`src/rtl/board_status_mux.sv`:
```
// Board status viewer: buttons page through NUM_CH status channels shown on 16 LEDs and a 4-digit 7-seg.
// Define STATUS_STICKY_EN to add per-channel sticky capture, cleared by btn_clr.
module board_status_mux #(
    parameter int NUM_CH       = 4,
    parameter int CH_W         = 16,
    parameter int DEBOUNCE_CYC = 100000,
    parameter int SCAN_DIV     = 50000
) (
    input  logic                      clk,
    input  logic                      rst_n,
    input  logic [NUM_CH*CH_W-1:0]    ch_data,
    input  logic                      btn_next,
    input  logic                      btn_prev,
    input  logic                      btn_clr,
    output logic [15:0]               led,
    output logic [6:0]                seg,
    output logic [3:0]                an,
    output logic                      dp,
    output logic [$clog2(NUM_CH)-1:0] page
);
    localparam int PW   = $clog2(NUM_CH);
    localparam int DB_W = $clog2(DEBOUNCE_CYC + 1);
    localparam int SC_W = (SCAN_DIV > 1) ? $clog2(SCAN_DIV) : 1;
`ifdef STATUS_STICKY_EN
    localparam int NBTN = 3;
`else
    localparam int NBTN = 2;
`endif

    function automatic logic [6:0] hex7(input logic [3:0] nib);
        logic [6:0] s;
        case (nib)
            4'h0: s = 7'b1000000;
            4'h1: s = 7'b1111001;
            4'h2: s = 7'b0100100;
            4'h3: s = 7'b0110000;
            4'h4: s = 7'b0011001;
            4'h5: s = 7'b0010010;
            4'h6: s = 7'b0000010;
            4'h7: s = 7'b1111000;
            4'h8: s = 7'b0000000;
            4'h9: s = 7'b0010000;
            4'hA: s = 7'b0001000;
            4'hB: s = 7'b0000011;
            4'hC: s = 7'b1000110;
            4'hD: s = 7'b0100001;
            4'hE: s = 7'b0000110;
            4'hF: s = 7'b0001110;
            default: s = 7'b1111111;
        endcase
        return s;
    endfunction

    logic [NBTN-1:0] btn_raw_s;
    logic [NBTN-1:0] sync1_q, sync2_q, db_q, db_d, press_q, press_d;
    logic [DB_W-1:0] db_cnt_q [NBTN];
    logic [DB_W-1:0] db_cnt_d [NBTN];
    logic [PW-1:0]   page_q, page_d;
    logic [CH_W-1:0] ch_s [NUM_CH];
    logic [CH_W-1:0] disp_q, disp_d;
    logic [15:0]     disp16_s, led_q, led_d;
    logic [SC_W-1:0] scan_q, scan_d;
    logic [1:0]      digit_q, digit_d;
    logic [6:0]      seg_q, seg_d;
    logic [3:0]      an_q, an_d;
    logic            dp_q, dp_d;
    logic            next_s, prev_s;

`ifdef STATUS_STICKY_EN
    logic            clr_s;
    logic [CH_W-1:0] sticky_q [NUM_CH];
    logic [CH_W-1:0] sticky_d [NUM_CH];
    assign btn_raw_s = {btn_clr, btn_prev, btn_next};
    assign clr_s     = press_q[2];
`else
    logic unused_clr_s;
    assign btn_raw_s    = {btn_prev, btn_next};
    assign unused_clr_s = btn_clr;
`endif
    assign next_s = press_q[0];
    assign prev_s = press_q[1];

    // Debounce: flip the accepted level after DEBOUNCE_CYC consecutive disagreeing cycles; rising flip emits a press
    always_comb begin
        for (int i = 0; i < NBTN; i++) begin
            db_d[i]     = db_q[i];
            db_cnt_d[i] = db_cnt_q[i];
            press_d[i]  = 1'b0;
            if (sync2_q[i] != db_q[i]) begin
                if (db_cnt_q[i] == DB_W'(DEBOUNCE_CYC - 1)) begin
                    db_d[i]     = sync2_q[i];
                    db_cnt_d[i] = {DB_W{1'b0}};
                    press_d[i]  = sync2_q[i];
                end else begin
                    db_cnt_d[i] = db_cnt_q[i] + DB_W'(1);
                end
            end else begin
                db_cnt_d[i] = {DB_W{1'b0}};
            end
        end
    end

    // Synchroniser, debounce and press-pulse state
    always_ff @(posedge clk or negedge rst_n) begin
        if (!rst_n) begin
            sync1_q <= {NBTN{1'b0}};
            sync2_q <= {NBTN{1'b0}};
            db_q    <= {NBTN{1'b0}};
            press_q <= {NBTN{1'b0}};
            for (int i = 0; i < NBTN; i++) db_cnt_q[i] <= {DB_W{1'b0}};
        end else begin
            sync1_q <= btn_raw_s;
            sync2_q <= sync1_q;
            db_q    <= db_d;
            press_q <= press_d;
            for (int i = 0; i < NBTN; i++) db_cnt_q[i] <= db_cnt_d[i];
        end
    end

    // Page stepping; simultaneous next and prev cancel out
    always_comb begin
        page_d = page_q;
        if (next_s && !prev_s) begin
            page_d = (page_q == PW'(NUM_CH - 1)) ? PW'(0) : page_q + PW'(1);
        end else if (prev_s && !next_s) begin
            page_d = (page_q == PW'(0)) ? PW'(NUM_CH - 1) : page_q - PW'(1);
        end else begin
            page_d = page_q;
        end
    end

    // Channel unpacking and selection of the value to display
    always_comb begin
        for (int i = 0; i < NUM_CH; i++) ch_s[i] = ch_data[i*CH_W +: CH_W];
`ifdef STATUS_STICKY_EN
        for (int i = 0; i < NUM_CH; i++) begin
            if (clr_s && (page_q == PW'(i))) begin
                sticky_d[i] = ch_s[i];
            end else begin
                sticky_d[i] = sticky_q[i] | ch_s[i];
            end
        end
        disp_d = sticky_q[page_q];
`else
        disp_d = ch_s[page_q];
`endif
    end

`ifdef STATUS_STICKY_EN
    // Sticky capture registers
    always_ff @(posedge clk or negedge rst_n) begin
        if (!rst_n) begin
            for (int i = 0; i < NUM_CH; i++) sticky_q[i] <= {CH_W{1'b0}};
        end else begin
            for (int i = 0; i < NUM_CH; i++) sticky_q[i] <= sticky_d[i];
        end
    end
`endif

    // Digit scan and registered 7-seg / LED output values
    always_comb begin
        disp16_s = 16'(disp_q);
        led_d    = disp16_s;
        scan_d   = scan_q + SC_W'(1);
        digit_d  = digit_q;
        if (scan_q == SC_W'(SCAN_DIV - 1)) begin
            scan_d  = {SC_W{1'b0}};
            digit_d = digit_q + 2'd1;
        end else begin
            digit_d = digit_q;
        end
        an_d  = ~(4'b0001 << digit_q);
        seg_d = hex7(disp16_s[{digit_q, 2'b00} +: 4]);
        dp_d  = (digit_q == 2'(page_q)) ? 1'b0 : 1'b1;
    end

    // Page, display path and scan registers
    always_ff @(posedge clk or negedge rst_n) begin
        if (!rst_n) begin
            page_q  <= PW'(0);
            disp_q  <= {CH_W{1'b0}};
            led_q   <= 16'h0000;
            scan_q  <= {SC_W{1'b0}};
            digit_q <= 2'd0;
            an_q    <= 4'b1111;
            seg_q   <= 7'b1111111;
            dp_q    <= 1'b1;
        end else begin
            page_q  <= page_d;
            disp_q  <= disp_d;
            led_q   <= led_d;
            scan_q  <= scan_d;
            digit_q <= digit_d;
            an_q    <= an_d;
            seg_q   <= seg_d;
            dp_q    <= dp_d;
        end
    end

    assign page = page_q;
    assign led  = led_q;
    assign seg  = seg_q;
    assign an   = an_q;
    assign dp   = dp_q;

endmodule

```
`config.mk`:
```
export PLATFORM = sky130hd
export DESIGN_NAME = board_status_mux
export DESIGN_NICKNAME = d
export VERILOG_FILES = /design/src/rtl/board_status_mux.sv
export SDC_FILE = /design/constraint.sdc
export NUM_CORES = 1
export LEC_CHECK = 0
export CORE_ASPECT_RATIO = 1.5
export CORE_UTILIZATION = 28
export DETAILED_ROUTE_END_ITERATION = 7
export GPL_TIMING_DRIVEN = 0
export PLACE_DENSITY_LB_ADDON = 0.1
export SLEW_MARGIN = 20
export SYNTH_ARGS = -nofsm -noshare
export SYNTH_HDL_FRONTEND = slang
export SYNTH_SLANG_ARGS = --single-unit
```
`constraint.sdc`:
```
create_clock -name clk -period 2.75 [get_ports clk]
set_input_delay 0.55 -clock clk [delete_from_list [all_inputs] [get_ports clk]]
set_output_delay 0.55 -clock clk [all_outputs]
set_load 0.005 [all_outputs]
```
=== Word level (Yosys, flattened, before mapping) ===
Memories as Yosys holds them, arrays and structs flattened. A register that Yosys moved wholly into a read port is not among the register bits.
Index checks and enable logic that the tools add are counted.

* $add $sub $neg: 6
* $lt $le $gt $ge: 1
* Equal/unequal tests: 7
* Shifts and indexed selects: 2
* Muxes and demuxes: 17
* Bitwise operators: 2
* Reductions and logical operators: 9

{| class="wikitable"
|+ Operators by type and width
! kind !! count
|-
| two-way mux 17 bit || 4
|-
| two-way mux 16 bit || 3
|-
| adder 17 x 1 -> 17 bit (second input constant) || 2
|-
| equality test 17 bit (second input constant) || 2
|-
| binary-select mux 16 bit (select 2 bit) || 1
|-
| adder 16 x 1 -> 16 bit (second input constant) || 1
|-
| equality test 16 bit (second input constant) || 1
|-
| indexed part select 16 x 5 -> 4 bit || 1
|-
| two-way mux 2 bit || 4
|-
| two-way mux 1 bit || 5
|-
| adder 2 x 1 -> 2 bit (second input constant) || 2
|-
| inverter 4 bit || 1
|-
| AND reduction 2 bit || 2
|-
| << shifter 1 x 2 -> 4 bit (first input constant) || 1
|-
| greater-or-equal comparator 3 bit (second input constant) || 1
|-
| logical NOT 1 bit || 3
|-
| inverter 2 -> 3 bit || 1
|-
| equality test 2 bit || 1
|-
| equality test 2 bit (second input constant) || 1
|-
| logical AND 1 bit || 2
|-
| logical NOT 2 bit || 1
|-
| != test 1 bit || 2
|-
| nonzero test 2 bit || 1
|-
| subtractor 2 x 1 -> 2 bit (second input constant) || 1
|}

* Register bits after elaboration: 99
* Bits in read-only memories: 112
* Input port bits: 69
* Output and inout bits: 30
* Logic and storage cells: 59
* Memories: 1

{| class="wikitable"
|+ Memories
! name !! words !! width !! rd ports !! clocked after Yosys merged registers in !! write ports !! RTL line !! source
|-
| (name not given) || 16 || 7 || 1 || 1 || 0 || 32 || <nowiki>case (nib)</nowiki>
|}

=== Longest topological paths before layout ===
* Word-level depth: 4
* Mapped depth: 7
* Depth with buffers taken out: 6

=== Least setup slack after synthesis ===
Ideal clock, no wire load.

* Path kind: reg2reg
* From: reg digit_q[0]
* To: reg seg_q[0], in the netlist seg[0]
* Library setup time: 0.091 ns
* Arrival: 1.705 ns
* Data required time: 2.659 ns
* Setup slack: 0.954 ns
* Cell stages (with the launch flop): 7
* Buffers on the path: 1
* Period minus slack after synthesis: 1.796 ns
* Cells stage by stage: dfrtp_1 buf_2 mux4_2 inv_1 ha_1 inv_1 o31ai_1

* Word-level cells in the longest chain between the ends: 1

{| class="wikitable"
|+ Ends and longest elaborated chain
! item !! RTL line !! source
|-
| start: declaration || 63 || <nowiki>logic [1:0] digit_q, digit_d;</nowiki>
|-
| start signal: assignment || 193 || <nowiki>digit_q <= digit_d;</nowiki>
|-
| indexed part select 16 x 5 -> 4 bit || 173 || <nowiki>seg_d = hex7(disp16_s[{digit_q, 2'b00} +: 4]);</nowiki>
|-
| end: declaration || 64 || <nowiki>logic [6:0] seg_q, seg_d;</nowiki>
|}

No other way between the ends.
A chain may end at the register's enable or synchronous reset.

=== Final worst setup path ===
* From: reg page_q[1], in the netlist page[1]
* To: reg page_q[1], in the netlist page[1]

* Word-level cells in the longest chain between the ends: 4
* Elaborated cells on any way between the ends: 8
* Those cells by class: 2 x add/sub; 1 x eq/ne; 4 x mux; 1 x reduce/logical

{| class="wikitable"
|+ Ends and longest elaborated chain
! item !! RTL line !! source
|-
| start: declaration || 58 || <nowiki>logic [PW-1:0] page_q, page_d;</nowiki>
|-
| start signal: assignment || 189 || <nowiki>page_q <= page_d;</nowiki>
|-
| subtractor 2 x 1 -> 2 bit / logical NOT 2 bit (equally long branches) || 126 || <nowiki>page_d = (page_q == PW'(0)) ? PW'(NUM_CH - 1) : page_q - PW'(1);</nowiki>
|-
| two-way mux 2 bit || 126 ||
|-
| two-way mux 2 bit || 125 || <nowiki>end else if (prev_s && !next_s) begin</nowiki>
|-
| two-way mux 2 bit * || 123 || <nowiki>if (next_s && !prev_s) begin</nowiki>
|}

Mark *: on every way between the ends. The rest lies on a longest branch, timed or not. The select of a mux whose other input is x is not followed.

==> results.toml <==
[run_status]
status = "complete, no violations"

[sta]
rsz0062_at_grt = "no"
slew_violations = 0
slew_headroom_pct = 52.8
fmax_ghz = 0.446
hold_violations = 0
fin_skew_ns = 0.00694
tightest_slew_ns = 0.709
finalSetupViolCount = 0
fin_ws_ns = 0.510
timing.final.crit_share_pct = 81.5
fin_crit_ns = 2.24

[yosys]
yosysWarnings = 0
synth-edff-count = 0
avgSynthCellArea_um2 = 12.5
syn_area_um2 = 4840
async_flop_share_pct = 100
synth_flop_cell = "dfrtp_1"
synth-seq-area-share_pct = 55.1
ys_types = 43
postSynthCellCount = 388
syn_nets = 473
ys_seq_elements = 106

[setup_path]
required_ns = 3.00
r2r_start = "page[1]"
path_common_cell = "clkbuf_1"
cp_slowest_stage_delay_ns = 0.56
cp_data_arrival_time_ns = 2.49
start_kind = "flip-flop"
cp_max_fo = 10
slowest_stage = "clkbuf_1"
worstReg2RegEnd = "page[1]"
end_kind = "flip-flop"
rrSetupSlack_ns = 0.51
crit_type = "reg2reg"
r2r_cells = 6
path_cells = "clkbuf_1 -> clkbuf_1 -> inv_1 -> ha_1 -> xor2_1 -> o21ai_0"

[clock_network]
cts_tree = "built"
clk_path_buf_depth = 2
clock_sinks = 106
clock_tree.root_cell = "clkbuf_16"
htreeDepth = 3
ctsHoldBuffers = 0
cts_resized = 0
clk_latency_ns = 0.34
post_cts_buffers = 0
clk_pin_slew_ns = 0.07
cts_buffers = 9

[placed_design]
post-place-ws_ns = 0.428
dp_hpwl_um = 8490
io_buffer_count = 97
place_congestion = 0.765
dp_cells = 696

[cells_and_area]
finalNonFillerCells = 713
area_delta_synth_final_pct = 33.4
fillers = 1660
drive_gt1_share_pct = 13.3
final_nets = 582

[floorplan]
die_area_um2 = 17800
start_util_pct = 28.7
ioPinCount = 99
dieWidth_um = 109
num_rows = 58
fp.dieH_um = 163
core_area_um2 = 16800

[global_routing]
grt_pass1_wl_um = 18200
grt_max_degree = 57
grt-ovfl-total = 0
antenna_found_initial = 0
grt_pass1_vias = 3492
grt_usage_pct = 13.8

[flow_run]
cap_violations = 0

[route]
vias_per_cell = 4.65
routed_wl_um = 11200
drt_iter0_drc = 103
wl_per_cell_um = 15.7
num_vias = 3314
ant_nets = 0
drt_pass1_iterations = 4
drcViolationCount = 0

[min_path]
hold_path_class = "in2async"

[power_and_ir_drop]
ir_worst_vdd_mv = 0.250
p_leak_nw = 2.62
post-layout-total-power_mw = 3.38
power.density_nw_per_um2 = 524
[logic make-up after synthesis]
group	share of synthesized area, %
AO/OA/AOI/OAI	4.22
XOR/XNOR	7.96
adder cells (fa/ha/maj)	4.14
buffers and inverters	2.74
flip-flops	55.1
multiplexers	10.5
AND/OR/NAND/NOR	15.3
[worst max-delay path, delay by kind of cell (launching register included)]
family	cells	cell delay [ns]
AOI/OAI and AO/OA	1	0.16
adders and majority gates	1	0.30
xor gates and xnor gates	1	0.14
DFF	1	0.37
buffers and inverters	3	1.19
[metrics by stage]
step | area, um^2 | hold WS [ns] | setup TNS, ns | util (%)
after detailed placement | 6100 | 0.336 | 0 | 36.2
after global routing | 6450 | 0.190 | 0 | 38.3
final | 6450 | 0.152 | 0 | 38.3
after global placement | 6070 | 0.331 | -300.12 | 36.1
after CTS | 6450 | 0.183 | 0 | 38.3
after floorplan | 4840 | 0.254 | 0 | -
[worst max-delay path by stage]
stage                from       to  slack [ns]  cells after the start
5_1_grt           page[1]  page[1]        0.30                      6
3_5_place_dp      page[1]  page[1]        0.43                      6
3_3_place_gp        rst_n   led[2]       -2.99                      1
4_1_cts           page[1]  page[1]        0.41                      6
2_1_floorplan  digit_q[0]   seg[0]        0.95                      6
6_report          page[1]  page[1]        0.51                      6
[power breakdown]
group	switching [mW]	leakage, nW	internal [mW]
clock	0.591	0.167	0.900
sequential	0.0205	1.34	1.61
combinational	0.0986	1.11	0.165
total	0.710	2.62	2.67
[cell usage after synthesis, drive strengths merged (3+ instances only)]
master	instances	share of area [%]
mux2	5	1.2
nor2b	3	0.39
mux4	20	9.3
nor3	6	0.62
nor4b	4	0.85
dfstp	12	6.5
a21oi	9	0.93
nand2	21	1.7
or3	7	0.91
clkbuf	6	0.47
o31ai	4	1.2
xor2	24	4.3
and4	9	1.7
buf	7	0.96
dfrtp	94	49
xnor2	20	3.6
nor2	44	3.4
o21ai	9	0.93
or4	3	0.54
nand3	19	2.0
ha	16	4.1
nand4	11	1.4
o21a	3	0.47
inv	17	1.3
[registers in the layout, indices dropped and copies added, names as in the netlist]
register / cells
page: 2
sync2_q: 2
led: 16
disp16_s: 16
digit_q: 2
db_q: 2
an: 4
sync1_q: 2
scan_q: 16
seg: 7
db_cnt_q: 34
dp: 1
press_q: 2
[metal layers]
layer / routed length (um) / track usage, %
met1: 4570 / 16.1
met2: 5740 / 23.5
met3: 548 / 3.20
met4: 311 / 6.36
met5: 0 / 0
[area by class of cell]
type / count / area, um^2 / share of cell area [%]
multi-input combinational: 252 / 2040 / 31.6
inverter: 17 / 63.8 / 0.989
timing repair buffer: 98 / 1000 / 15.5
buffer: 13 / 68.8 / 1.07
tap: 210 / 263 / 4.07
clock inverter: 7 / 124 / 1.92
clock buffer: 9 / 225 / 3.49
antenna: 1 / 2.50 / 0.0388
sequential: 106 / 2670 / 41.3
[placed cells by master (no fill, tap or decap), drive strengths merged, types with 2 or more instances in the layout]
cell type / netlist / final
a21oi: 9 / 9
and3: 2 / 2
and3b: 2 / 2
and4: 9 / 9
buf: 7 / 9
bufinv: 0 / 3
clkbuf: 6 / 15
clkdlybuf4s50: 0 / 96
dfrtp: 94 / 94
dfstp: 12 / 12
ha: 16 / 16
inv: 17 / 20
mux2: 5 / 5
mux4: 20 / 20
nand2: 21 / 21
nand3: 19 / 19
nand4: 11 / 11
nand4bb: 2 / 2
nor2: 44 / 44
nor2b: 3 / 3
nor3: 6 / 6
nor4b: 4 / 4
o21a: 3 / 3
o21ai: 9 / 9
o31ai: 4 / 4
or3: 7 / 7
or4: 3 / 3
or4b: 2 / 2
xnor2: 20 / 20
xor2: 24 / 24
(Power assumes the default switching activity.)
